File: src/rtl/xnor_match_pkg.sv
// Shared definitions for the bit-serial frame comparator: controller states
// and counter sizing.
package xnor_match_pkg;

    localparam int CW        = 4;
    localparam int WIDTH_MAX = 15;

    typedef enum logic [1:0] {
        IDLE = 2'd0,
        RUN  = 2'd1,
        DONE = 2'd2
    } state_t;

endpackage

File: src/rtl/xnor1.sv
// Single-bit equality cell: y is 1 when a and b carry the same value.
module xnor1 (
    input  logic a,
    input  logic b,
    output logic y
);

    assign y = ~(a ^ b);

endmodule

File: src/rtl/xnor_match_ctrl.sv
// Frame comparator controller: feeds strobed bit pairs through xnor1, counts
// equal pairs over a WIDTH-pair frame and reports the frame result.
module xnor_match_ctrl
    import xnor_match_pkg::*;
#(
    parameter int WIDTH = 8
) (
    input  logic          clk,
    input  logic          reset,
    input  logic          start,
    input  logic          valid,
    input  logic          a_in,
    input  logic          b_in,
    output logic          done,
    output logic          match,
    output logic          busy,
    output logic [CW-1:0] eq_count
);

    localparam logic [CW-1:0] ZERO       = '0;
    localparam logic [CW-1:0] ONE        = {{(CW-1){1'b0}}, 1'b1};
    localparam logic [CW-1:0] LAST_INDEX = CW'(WIDTH - 1);
    localparam logic [CW-1:0] WIDTH_CW   = CW'(WIDTH);

    state_t        state_reg, state_next;
    logic [CW-1:0] count_reg, count_next;
    logic [CW-1:0] index_reg, index_next;
    logic [CW-1:0] eq_count_reg, eq_count_next;
    logic          match_reg, match_next;
    logic          done_reg;
    logic          busy_reg;
    logic          eq_bit;
    logic [CW-1:0] count_sum;

    xnor1 u_xnor1 (
        .a (a_in),
        .b (b_in),
        .y (eq_bit)
    );

    assign count_sum = count_reg + {{(CW-1){1'b0}}, eq_bit};

    always_comb begin
        state_next    = state_reg;
        count_next    = count_reg;
        index_next    = index_reg;
        eq_count_next = eq_count_reg;
        match_next    = match_reg;
        case (state_reg)
            IDLE: begin
                if (start) begin
                    state_next = RUN;
                    count_next = ZERO;
                    index_next = ZERO;
                end
            end
            RUN: begin
                // A restart request discards any pair presented in the same cycle.
                if (start) begin
                    count_next = ZERO;
                    index_next = ZERO;
                end else if (valid) begin
                    count_next = count_sum;
                    index_next = index_reg + ONE;
                    if (index_reg == LAST_INDEX) begin
                        state_next    = DONE;
                        eq_count_next = count_sum;
                        match_next    = (count_sum == WIDTH_CW);
                    end
                end
            end
            DONE: begin
                if (start) begin
                    state_next = RUN;
                    count_next = ZERO;
                    index_next = ZERO;
                end else begin
                    state_next = IDLE;
                end
            end
            default: state_next = IDLE;
        endcase
    end

    always_ff @(posedge clk or negedge reset) begin
        if (!reset) begin
            state_reg    <= IDLE;
            count_reg    <= ZERO;
            index_reg    <= ZERO;
            eq_count_reg <= ZERO;
            match_reg    <= 1'b0;
            done_reg     <= 1'b0;
            busy_reg     <= 1'b0;
        end else begin
            state_reg    <= state_next;
            count_reg    <= count_next;
            index_reg    <= index_next;
            eq_count_reg <= eq_count_next;
            match_reg    <= match_next;
            done_reg     <= (state_next == DONE);
            busy_reg     <= (state_next == RUN);
        end
    end

    assign done     = done_reg;
    assign match    = match_reg;
    assign busy     = busy_reg;
    assign eq_count = eq_count_reg;

endmodule

File: config.mk
export PLATFORM = sky130hd
export DESIGN_NAME = xnor_match_ctrl
export DESIGN_NICKNAME = d
export VERILOG_FILES = /design/src/rtl/xnor_match_pkg.sv /design/src/rtl/xnor1.sv /design/src/rtl/xnor_match_ctrl.sv
export SDC_FILE = /design/constraint.sdc
export NUM_CORES = 1
export LEC_CHECK = 0
export ABC_AREA = 1
export BUFFER_PORTS_ARGS = -buffer_cell sky130_fd_sc_hd__buf_4
export CORE_MARGIN = 2
export CORE_UTILIZATION = 30
export DETAILED_ROUTE_END_ITERATION = 8
export GPL_TIMING_DRIVEN = 0
export HOLD_SLACK_MARGIN = 0.15
export PLACE_DENSITY_LB_ADDON = 0.2
export SYNTH_ARGS = -nofsm -noshare
export SYNTH_HDL_FRONTEND = slang
export SYNTH_SLANG_ARGS = --single-unit
File: constraint.sdc
create_clock -name clk -period 1.4 [get_ports clk]
set_input_delay 0.07 -clock clk [delete_from_list [all_inputs] [get_ports clk]]
set_output_delay 0.07 -clock clk [all_outputs]
set_load 0.01 [all_outputs]
==> results of run 1 <==
[cell usage after synthesis]
cell and n:
sky130_fd_sc_hd__nand3_1 3, sky130_fd_sc_hd__nand4_1 1, sky130_fd_sc_hd__o21ai_1 7, sky130_fd_sc_hd__inv_2 2, sky130_fd_sc_hd__dfrtp_1 17, sky130_fd_sc_hd__xnor2_1 1, sky130_fd_sc_hd__nand2_1 28, sky130_fd_sc_hd__nand3_2 1
sky130_fd_sc_hd__nand2_4 4, sky130_fd_sc_hd__o21ai_2 2, sky130_fd_sc_hd__clkinv_4 1, sky130_fd_sc_hd__o21ai_0 2, sky130_fd_sc_hd__ha_1 3, sky130_fd_sc_hd__o22ai_2 1, sky130_fd_sc_hd__inv_1 12, sky130_fd_sc_hd__nand2_2 2
sky130_fd_sc_hd__nor2_4 3, sky130_fd_sc_hd__and3_2 1, sky130_fd_sc_hd__nand3_4 1, sky130_fd_sc_hd__nor2_1 3
[per-stage QoR]
step           total power [uW]    util  instances  setup slack [ps]
2_1_floorplan             618.7       -         95             140.0
3_3_place_gp              664.4  0.3630        138             28.76
3_5_place_dp              666.2  0.3630        138             40.54
4_1_cts                   948.6  0.3798        144             11.13
5_1_grt                   990.5  0.3816        144             11.97
6_report                  926.4  0.3816        144             110.5
[cells by family (layout without fill, tap and decap cells)]
kind of cell | count (synthesis) | after routing | share of synthesized area
adder cells (fa/ha/maj) | 3 | 3 | 0.04305
AO/OA/AOI/OAI | 12 | 12 | 0.08608
flip-flops | 17 | 17 | 0.4878
buffers and inverters | 15 | 33 | 0.07030
XOR/XNOR | 1 | 1 | 0.01004
AND/OR/NAND/NOR | 47 | 47 | 0.3027
[cell type report]
class / instances / share of cell area
Sequential cell: 17 / 0.4043
Inverter: 15 / 0.05826
Tap cell: 31 / 0.03686
Multi-Input combinational cell: 63 / 0.3710
Timing Repair Buffer: 14 / 0.1046
Clock buffer: 4 / 0.02497
[report_power, final]
part	leakage, uW	switching [uW]	internal, uW
logic	0.000304	83.7	52.3
registers	0.000226	17.7	509
clock network	0.0000150	153	111
[what timing repair did]
action                                  CTS  global route
hold buffers                              2             0
endpoints found under the setup margin    0             1
resized for setup                         0             3
endpoints found under the hold margin    26             0
[metal layers]
metal	track usage	up-vias
met1	0.1356	299
met5	0	-
met2	0.1834	13
li1	-	331
met4	0.02990	0
met3	0.04018	2
[worst min-delay path by stage]
stage / from / endpoint / slack (ps) / cells past startpoint
after floorplan: reset / busy$_DFF_PN0_ / -230 / 0
after global placement: reset / busy$_DFF_PN0_ / -50 / 1
after detailed placement: reset / busy$_DFF_PN0_ / -50 / 1
after CTS: reset / busy$_DFF_PN0_ / 160 / 2
after global routing: reset / busy$_DFF_PN0_ / 180 / 2
final: reset / busy$_DFF_PN0_ / 170 / 2
[cells in the final DEF (no fill, tap or decap), types with 2 or more instances in the layout]
| cell | instances |
|---|---|
| sky130_fd_sc_hd__nor2_4 | 3 |
| sky130_fd_sc_hd__ha_1 | 2 |
| sky130_fd_sc_hd__nor2_1 | 2 |
| sky130_fd_sc_hd__nand2_2 | 2 |
| sky130_fd_sc_hd__nand3_1 | 3 |
| sky130_fd_sc_hd__dfrtp_1 | 17 |
| sky130_fd_sc_hd__buf_4 | 12 |
| sky130_fd_sc_hd__o21ai_0 | 2 |
| sky130_fd_sc_hd__o21ai_2 | 2 |
| sky130_fd_sc_hd__clkbuf_4 | 3 |
| sky130_fd_sc_hd__o21ai_1 | 7 |
| sky130_fd_sc_hd__nand2_4 | 4 |
| sky130_fd_sc_hd__inv_2 | 3 |
| sky130_fd_sc_hd__inv_1 | 11 |
| sky130_fd_sc_hd__nand2_1 | 28 |
| sky130_fd_sc_hd__dlygate4sd3_1 | 2 |
==> results.txt, run 1 <==
* Uppermost routed layer: met4
- Sequential element share of the synthesized area: 0.4878
- CTS tree: yes
- Cells taking the most area after synthesis: sky130_fd_sc_hd__dfrtp_1 49%, sky130_fd_sc_hd__nand2_1 12%, sky130_fd_sc_hd__inv_1 5.2%, sky130_fd_sc_hd__nand2_4 5.2%, sky130_fd_sc_hd__ha_1 4.3%
- Logic depth of the worst setup path including buffers: 7
- Summed over all nets, wire length on met3 after detailed routing comes to between 70 and 80 um.
* Setup repair after global routing missed its margin: no
* Critical path's most frequent cell: sky130_fd_sc_hd__nand2_1
* Total number of vias: about 650
* Root cell of the clock tree: sky130_fd_sc_hd__clkbuf_4
- Summing all placed instances gives a cell area of ~1000 um2.
- After detailed routing, the number of vias per cell comes to between 4 and 5.
- Averaged over all synthesized cells, the footprint is 9.180 um2.
- Number of standard-cell rows in the floorplan: 19
- During synthesis, Yosys emitted a total of 0 warnings.
- The signal on the critical path passes through ha_2 -> ha_1 -> inv_2 -> nand2_1 -> nor2_2 -> nand3_2 -> nand2_1.
* Sum of routed wire segments on met1: between 700 and 800 um
* Number of nets produced by synthesis: ~100
- Counting both buffers and inverters, the worst setup path holds a total of 1.
* Count of input and output buffers: 12
- Final critical-path required period: around 1300 ps
- Type of the setup path with the least slack: register to register
- Synthesized area: around 870 um2
- Insertion delay of the later-clocked pin in the worst-skew pair: 290 ps
- Die ar.: roughly 3400 um2
* Vert. Die Dim: slightly below 60 um
* Number of slew-limit violations in the final report: 0
- The first global-routing pass estimated between 2000 and 3000 um of wire.
- Width of the die: about 58 um
* Fraction of final layout cells sized beyond drive strength 1: 0.3186
- The repair_antennas step left the layout with diodes totalling 0.
- The run finished with clean final reports.
* Cell Pwr Density: between 800 and 900 nW/um2
- CP Capture Type: register
* Class of the worst hold path: primary input to async pin
- Of the post-synthesis cell area, the dominant cell type holds 0.4878.
- After global routing the overflow that remains totals 0.
* CP Launch Type: register
- For this configuration, the core starts out at a cell density of 0.3162.
- Across every metal layer, demand over resource in global routing totals 0.1105.
* Final Instance Area: 1052 um2
- The HPWL after detailed placement is approximately 1200 um.
* Layout net count: 123
* CTS sink count: 17
- Max-cap violations in this run came to 0.
- Headroom to the max-slew limit: 0.8445
* Ports placed on the boundary: 13
* Final hold violation count: 0
* Number of unique standard cell types used by synthesis: 20
- DRT antenna net count: 0
* Post-route worst hold slack: 170.2 ps
* Slowest stage delay, CP: 390 ps
- Fin crit share: 0.9211
- In this run the worst path has a maximum fanout of 3.
- The first detailed-routing pass took 4 iterations.
* Routed WL per cell: between 10 and 15 um
- The worst register-to-register path ends at match$_DFFE_PN0P_.
- Worst IR Drop VDD: 0.4371 mV
- Counting flops and latches in the post-synthesis netlist gives 17.
- Summed over all failing endpoints, the final setup total negative slack is 0 ps.
- In the final layout, flip-flops and latches occupy roughly 430 um2.
- Summed over all instances, the cell type with the most area after synthesis is sky130_fd_sc_hd__dfrtp_1.
- For this run, design rule violations remaining after detail routing come to 0.
- Termination of the worst setup path: match$_DFFE_PN0P_
- Layout overhead on the synthesized area: 20.66%
- In this run the number of H-tree levels came out at 1.
* Post-route clock skew: 4.740 ps
* Initial detailed-routing violation count: 29
- The number of antenna violations at the first check in global routing came to 0.
- Entering global routing, the biggest net connects 18 pins.
- Start point of the critical path: count_reg[0]$_DFFE_PN0P_
- The worst register-to-register path begins at count_reg[0]$_DFFE_PN0P_.
- The layout has between 200 and 300 filler cells.
- The slowest stage of the critical path is the sky130_fd_sc_hd__dfrtp_1 cell.
- After floorplanning, the core was sized to cover approximately 2800 um2.
* Number of cell instances on the worst register-to-register path: 7
* Number of global-route vias before repair: between 600 and 700
* Area taken by multi-input logic gates: a little under 400 um2
- The worst register-to-register path has a setup slack of around 110 ps.
- STA puts the critical path data arrival time at approximately 1500 ps.
* Synth Instances: 95
- Derived from the worst setup path, the maximum achievable clock frequency is 775.5 MHz.
- The number of clock buffers added by TritonCTS is 3.
* Number of setup violations in the final report: 0
- Post-CTS timing repair inserted 0 buffers for setup.
* Cell leakage power: 0.0005450 uW
* Required time worst endpoint: approximately 1600 ps
* Transition at the pin with the smallest max-transition slack: ~230 ps
* Clock transition at the register clock pins on the worst setup and hold paths after CTS: ~100 ps
* Weighted congestion at the end of routability-driven global placement: 0.7172
- Summed over all layers, the routed wires come to 1545 um.
- The routed design uses ~740 um of met2 wire.
* Deepest clock path buffer count: 2
- Broken down by cell family, the worst path's largest delay share belongs to adder cells.
No activity file was read; power rests on OpenSTA's default activity.
==> inputs of run 2 (changes only) <==
Settings changed: BUFFER_PORTS_ARGS -buffer_cell sky130_fd_sc_hd__buf_4 to not set, DONT_BUFFER_PORTS set to 1.
==> results.txt, run 2 (synthesis results as in run 1) <==
* Worst-path fanout max: 3 (unchanged)
- The type of the most critical hold path was primary input to register (was primary input to async pin).
- The insertion delay of the later-clocked pin in the worst-skew pair was 300 ps (was 290 ps).
* Total number of vias: 615 (was 645)
* Remaining global-route overflow: 0 (unchanged)
- Routed WL per cell: 10.92 um (was 10.73 um)
- The fraction of the cycle the final worst path needs came to 0.9369 (was 0.9211).
- The cell leakage power is 0.0004900 uW (was 0.0005450 uW).
- The clock tree root buffer cell was sky130_fd_sc_hd__clkbuf_4 (unchanged).
- Transition at the pin with the smallest max-transition slack: 778.9 ps (was 233.3 ps)
- Vert. Die Dim: 57.92 um (unchanged)
- Status: finished clean (unchanged)
- The fmax is 762.4 MHz (was 775.5 MHz).
* Number of standard-cell rows in the floorplan: 19 (unchanged)
- The final-report setup violation count is 0 (unchanged).
- Initial detailed-routing violation count: 17 (was 29)
* Global-route wire length before repair: 2732 um (was 2801 um)
- Maximum number of pins on one net before global-route repair: 18 (unchanged)
- The maximum clock skew at final layout was 11.67 ps (was 4.740 ps).
* Width of the die: 57.92 um (unchanged)
* Setup repair after global routing missed its margin: no (unchanged)
- Final hold violation count: 0 (unchanged)
* Antenna violations before repair: 0 (unchanged)
* Final sum of negative setup slack: 0 ps (unchanged)
- Ports placed on the boundary: 13 (unchanged)
- Diode count: 0 (unchanged)
- # DRC: 0 (unchanged)
* Number of optimization iterations in the first detailed-route pass: 5 (was 4)
- Number of inserted filler cells in the final layout: 290 (unchanged)
- The final HPWL from detailed placement came to 1101 um (was 1160 um).
* Layout net count: 112 (was 123)
- The power per cell area came to 942.3 nW/um2 (was 880.4 nW/um2).
- Worst IR Drop VDD: 0.8978 mV (was 0.4371 mV)
- The shortest clock period the worst path allows after layout came to 1312 ps (was 1290 ps).
- Weighted congestion at the end of routability-driven global placement: 0.7539 (was 0.7172)
- The total design power was 917.3 uW (was 926.4 uW).
- Reported max-cap violation count: 0 (unchanged)
- The H-tree level count came to 1 (unchanged).
- Most frequent cells in the layout: 28 x sky130_fd_sc_hd__nand2_1, 17 x sky130_fd_sc_hd__dfrtp_1, 12 x sky130_fd_sc_hd__inv_1, 7 x sky130_fd_sc_hd__o21ai_1, 4 x sky130_fd_sc_hd__nand2_4 (was 28 x sky130_fd_sc_hd__nand2_1, 17 x sky130_fd_sc_hd__dfrtp_1, 12 x sky130_fd_sc_hd__buf_4, 11 x sky130_fd_sc_hd__inv_1, 7 x sky130_fd_sc_hd__o21ai_1)
- The ratio of cells with drive above 1 in the final layout came to 0.2353 (was 0.3186).
* Starting density of the core: 0.3162 (unchanged)
- The clock tree from TritonCTS is yes (unchanged).
* CTS sink count: 17 (unchanged)
* Layout overhead on the synthesized area: 11.62% (was 20.66%)
* CP Launch Type: register (unchanged)
- Most common library cell in the layout ignoring fill and taps: sky130_fd_sc_hd__nand2_1 (unchanged)
* Core footprint: 2758 um2 (unchanged)
- The worst path required time is 1650 ps (was 1640 ps).
- The post-CTS clock slew at the launch and capture registers of the worst setup and hold paths came to 110 ps (was 100 ps).
* Count of input and output buffers: 0 (was 12)
* CP Capture Type: register (unchanged)
- The headroom to the max-slew limit came to 0.4791 (was 0.8445).
- The maximum clock path buffer count is 2 (unchanged).
* Post-DR vias/cell: 4.624 (was 4.479)
- The final-report max-slew violation count was 0 (unchanged).
- The wire length reported by the detailed router was 1452 um (was 1545 um).
* Number of global-route vias before repair: 645 (was 649)
- The overall track demand over capacity in global routing is 0.1058 (was 0.1105).
* Die ar.: 3354 um2 (unchanged)
* Arrival time at the worst endpoint: 1560 ps (was 1530 ps)
- The count of nets left with antenna violations after detail routing is 0 (unchanged).
- Type of the setup path with the least slack: register to register (unchanged)
* Num CTS Buffers: 3 (unchanged)
## run 2: cell count changes in the layout (fill, tap and decap cells not counted)
| cell | delta |
|---|---|
| sky130_fd_sc_hd__clkbuf_1 | -1 |
| sky130_fd_sc_hd__dlygate4sd3_1 | +1 |
| sky130_fd_sc_hd__buf_4 | -12 |
| sky130_fd_sc_hd__clkinv_2 | +1 |
| sky130_fd_sc_hd__inv_2 | -1 |
| sky130_fd_sc_hd__inv_1 | +1 |
## run 2: routing by layer
metal	up-vias	track usage	share of wire
met2	16	0.1769	0.45
met5	-	0	0
met4	0	0.009967	0.0069
met3	2	0.04911	0.061
li1	310	-	-
met1	287	0.1298	0.48
## run 2: critical path: stages, from the launching register on
cell                      delay (ps)
sky130_fd_sc_hd__dfrtp_1         390
sky130_fd_sc_hd__ha_2            200
sky130_fd_sc_hd__ha_1            260
sky130_fd_sc_hd__inv_1            90
sky130_fd_sc_hd__nand2_1          70
sky130_fd_sc_hd__nor2_2          130
sky130_fd_sc_hd__nand3_2          70
sky130_fd_sc_hd__nand2_1          50
## run 2: per-stage QoR
step | hold WS [ps] | utilization | instances | cell area, um2 | setup slack, ps
after floorplan | -225.6 | - | 95 | 872.1 | 140.0
after global placement | -225.0 | 0.3303 | 126 | 910.9 | 34.06
after detailed placement | -224.9 | 0.3303 | 126 | 910.9 | 32.00
after CTS | 205.4 | 0.3512 | 133 | 968.4 | 7.642
after global routing | 234.6 | 0.3530 | 133 | 973.4 | 17.51
final | 234.6 | 0.3530 | 133 | 973.4 | 88.41
## run 2: power by group
group	total [uW]	internal, uW	switching (uW)
Sequential	528	509	19.1
Clock	271	106	164
Combinational	118	42.0	76.2
Total	917	658	260
## run 2: worst paths after layout
| kind | end | startpoint | slack (ps) | cells after the start |
|---|---|---|---|---|
| worst max-delay path | match$_DFFE_PN0P_ | count_reg[0]$_DFFE_PN0P_ | 90 | 7 |
| worst min-delay path | eq_count[0]$_DFFE_PN0P_ | a_in | 230 | 4 |
| worst max register to register | match$_DFFE_PN0P_ | count_reg[0]$_DFFE_PN0P_ | 90 | 7 |
| worst min register to register | count_reg[0]$_DFFE_PN0P_ | count_reg[0]$_DFFE_PN0P_ | 510 | 2 |
| max in group asynchronous | eq_count[2]$_DFFE_PN0P_ | reset | 620 | 1 |
| min in group asynchronous | busy$_DFF_PN0_ | reset | 280 | 1 |
## run 2: cell type report
class                   instances  area (um2)  area share
clock buffers                   3       22.52     0.02314
multi-input cells              63       390.4      0.4010
well taps                      31       38.79     0.03985
flip-flops and latches         17       425.4      0.4370
clock inverters                 1       5.005    0.005141
inverters                      15       61.31     0.06298
repair buffers                  3       30.03     0.03085
## run 2: timing repair
item / CTS / global route
buffers inserted: 0 / 0
hold buffers: 3 / 0
gates resized for setup: 0 / 2
endpoints found under the setup margin: 0 / 1
hold endpoints to repair: 34 / 0
==> inputs of run 3 (changes only) <==
Clock period 1.4 ns to 1.3 ns, I/O delays scaled along.
==> results.txt, run 3 (synthesis results as in run 1) <==
- Max H-tree Level: 1 (unchanged)
- Post-placement setup slack: -68.00 ps (was 32.00 ps)
- The insertion delay of the later-clocked pin in the worst-skew pair is 300 ps (about the same).
- Post-DR vias/cell: 4.637 (was 4.624)
- Antenna violations before repair: 0 (unchanged)
- CP Launch Type: register (unchanged)
- Ports placed on the boundary: 13 (unchanged)
- Post-route worst hold slack: 232.3 ps (was 234.6 ps)
* Number of cell instances on the worst register-to-register path: 7 (unchanged)
- The final-report setup violation count came to 0 (unchanged).
- Status: finished clean (unchanged).
* Count of input and output buffers: 0 (unchanged)
- Number of slew-limit violations in the final report: 0 (unchanged)
- The ratio of cells with drive above 1 in the final layout is 0.2596 (was 0.2353).
* Cell depth of the worst min-delay path: 4 (unchanged)
- The total congestion overflow after global routing was 0 (unchanged).
* # DRC: 0 (unchanged)
- The height of the die is 57.92 um (unchanged).
- Final Instance Area: 988.4 um2 (was 973.4 um2)
* Routing usage on met3: 0.04911 (unchanged)
* Clock transition at the register clock pins on the worst setup and hold paths after CTS: 110 ps (about the same)
- Transition at the pin with the smallest max-transition slack: 788.6 ps (was 778.9 ps)
* Deepest clock path buffer count: 2 (unchanged)
- The final HPWL from detailed placement came to 1101 um (unchanged).
- Final critical-path required period: 1270 ps (was 1312 ps)
- The slowest library cell on the worst path is sky130_fd_sc_hd__dfrtp_1 (unchanged).
- The launch instance of the worst min-delay path is a_in (unchanged).
- Setup repair after global routing missed its margin: yes (was no).
- Routed WL per cell: 10.96 um (was 10.92 um)
- Core footprint: 2758 um2 (unchanged)
- Total power after layout: 997.1 uW (was 917.3 uW)
* DP Area: 910.9 um2 (unchanged)
- Cell-by-cell trace of the critical path: ha_2 -> ha_1 -> inv_2 -> nand2_1 -> nor2_2 -> nand3_2 -> nand2_1 (was ha_2 -> ha_1 -> inv_1 -> nand2_1 -> nor2_2 -> nand3_2 -> nand2_1).
- The via count of the first global-routing pass was 645 (unchanged).
* GR met2 Demand/Resource: 0.1769 (unchanged)
- The switching power summed over all nets was 283.0 uW (was 259.6 uW).
- Slowest stage delay, CP: 400 ps (was 390 ps)
- Most frequent cells in the layout: 28 x sky130_fd_sc_hd__nand2_1, 17 x sky130_fd_sc_hd__dfrtp_1, 11 x sky130_fd_sc_hd__inv_1, 7 x sky130_fd_sc_hd__o21ai_1, 4 x sky130_fd_sc_hd__nand2_4 (was 28 x sky130_fd_sc_hd__nand2_1, 17 x sky130_fd_sc_hd__dfrtp_1, 12 x sky130_fd_sc_hd__inv_1, 7 x sky130_fd_sc_hd__o21ai_1, 4 x sky130_fd_sc_hd__nand2_4).
- The area enclosed by the die boundary is 3354 um2 (unchanged).
* Initial detailed-routing violation count: 18 (was 17)
- Cell Pwr Density: 1009 nW/um2 (was 942.3 nW/um2)
- Num CTS Buffers: 3 (unchanged)
- The most utilized layer in the global route result was met2 (unchanged).
- The final setup slack of the worst path was 30.28 ps (was 88.41 ps).
- The worst path required time is 1550 ps (was 1650 ps).
* Cell leakage power: 0.0005014 uW (was 0.0004900 uW)
- The final cell count without fillers is 135 (was 133).
- The row count is 19 (unchanged).
- Fraction of power spent switching nets: 0.2838 (was 0.2830)
- The iteration count of the initial detailed-routing pass came to 4 (was 5).
- Highest achievable clock rate: 787.6 MHz (was 762.4 MHz)
- Width of the die: 57.92 um (unchanged)
* Root cell of the clock tree: sky130_fd_sc_hd__clkbuf_4 (unchanged)
- The largest driver fanout on the critical path is 3 (unchanged).
- Arrival time at the worst endpoint: 1520 ps (was 1560 ps)
- The maximum clock skew at final layout is 11.61 ps (was 11.67 ps).
* Headroom to the max-slew limit: 0.4725 (was 0.4791)
- The number of nets in the finished design was 114 (was 112).
* Number of inserted filler cells in the final layout: 288 (was 290)
* Maximum number of pins on one net before global-route repair: 18 (unchanged)
- Reported max-cap violation count: 0 (unchanged)
- Combinational share of power: 0.138 (was 0.129)
* Most common library cell in the layout ignoring fill and taps: sky130_fd_sc_hd__nand2_1 (unchanged)
* Start point of the critical path: count_reg[0]$_DFFE_PN0P_ (unchanged)
- DRT antenna net count: 0 (unchanged)
- The part of the power in the clock network was 0.292 (was 0.295).
* Global routing met1 resource utilization: 0.1298 (unchanged)
- CTS sink count: 17 (unchanged)
- The starting density of the core is 0.3162 (unchanged).
- The most common cell type on the critical path is sky130_fd_sc_hd__nand2_1 (unchanged).
- CP Capture Type: register (unchanged)
- Startpoint of the worst-slack reg-to-reg timing path: count_reg[0]$_DFFE_PN0P_ (unchanged)
- The design internal power is 714.1 uW (was 657.7 uW).
- Layout overhead on the synthesized area: 13.34% (was 11.62%)
- The worst setup path category was register to register (unchanged).
* Number of cells after detailed placement: 126 (unchanged)
* Final hold violation count: 0 (unchanged)
- Worst IR Drop VDD: 0.9719 mV (was 0.8978 mV)
- Total number of vias: 626 (was 615)
- The part of the power in registers is 0.570 (was 0.576).
- Total Routed Length: 1479 um (was 1452 um)
- The final estimated routing congestion in global placement came to 0.7539 (unchanged).
- CTS tree: yes (unchanged)
- Fin crit share: 0.9767 (was 0.9369)
- The type of the most critical hold path is primary input to register (unchanged).
- Global-route wire length before repair: 2732 um (unchanged)
- Diode count: 0 (unchanged)
* Overall fraction of global-route tracks in use: 0.1058 (unchanged)
## run 3: cell count changes in the layout (fill, tap and decap cells not counted)
cell                    change
sky130_fd_sc_hd__buf_4      +2
sky130_fd_sc_hd__inv_1      -1
sky130_fd_sc_hd__inv_2      +1
## run 3: final cells by class
| cell class | instances | area (um2) | area share |
|---|---|---|---|
| multi-input cells | 63 | 390.4 | 0.3949 |
| inverters | 15 | 61.31 | 0.06203 |
| repair buffers | 5 | 45.04 | 0.04557 |
| well taps | 31 | 38.79 | 0.03924 |
| clock inverters | 1 | 5.005 | 0.005063 |
| clock buffers | 3 | 22.52 | 0.02278 |
| flip-flops and latches | 17 | 425.4 | 0.4304 |
## run 3: metal layers
layer / wire length (um) / vias up
met5: 0 / -
li1: - / 316
met2: 681 / 12
met3: 78 / 2
met1: 709 / 296
met4: 10 / 0
## run 3: power by group through the flow
stage               clock network [uW]  registers [uW]  logic, uW
floorplan                            0             576       90.6
global placement                     0             579        107
detailed placement                   0             580        107
CTS                                308             569        131
global route                       336             572        156
finish                             291             568        138
## run 3: stage by stage
stage | setup TNS, ps | util
after floorplan | 0 | -
after global placement | -65.94 | 0.3303
after detailed placement | -68.00 | 0.3303
after CTS | 0 | 0.3530
after global routing | -17.57 | 0.3584
final | 0 | 0.3584
## run 3: repair_timing
item | 4_1_cts | 5_1_grt
resized for setup | 3 | 0
hold buffers | 3 | 0
pin swaps | 1 | 0
endpoints found under the hold margin | 34 | 0
setup buffers | 0 | 2
setup endpoints to repair | 1 | 5
## run 3: worst max-delay path, delay by kind of cell, from the launching register on
kind / cells / cell delay, ps
DFF: 1 / 400
and+or+nand+nor: 4 / 290
buffers and inverters: 1 / 70
adders and majority gates: 2 / 470
## run 3: path summary, 6_finish.rpt
path	end	slack [ps]
max in group asynchronous	eq_count[1]$_DFFE_PN0P_	520
hold reg to reg	index_reg[1]$_DFFE_PN0P_	520
hold / removal	eq_count[0]$_DFFE_PN0P_	230
min in group asynchronous	busy$_DFF_PN0_	280
setup / recovery	match$_DFFE_PN0P_	30
setup reg to reg	match$_DFFE_PN0P_	30
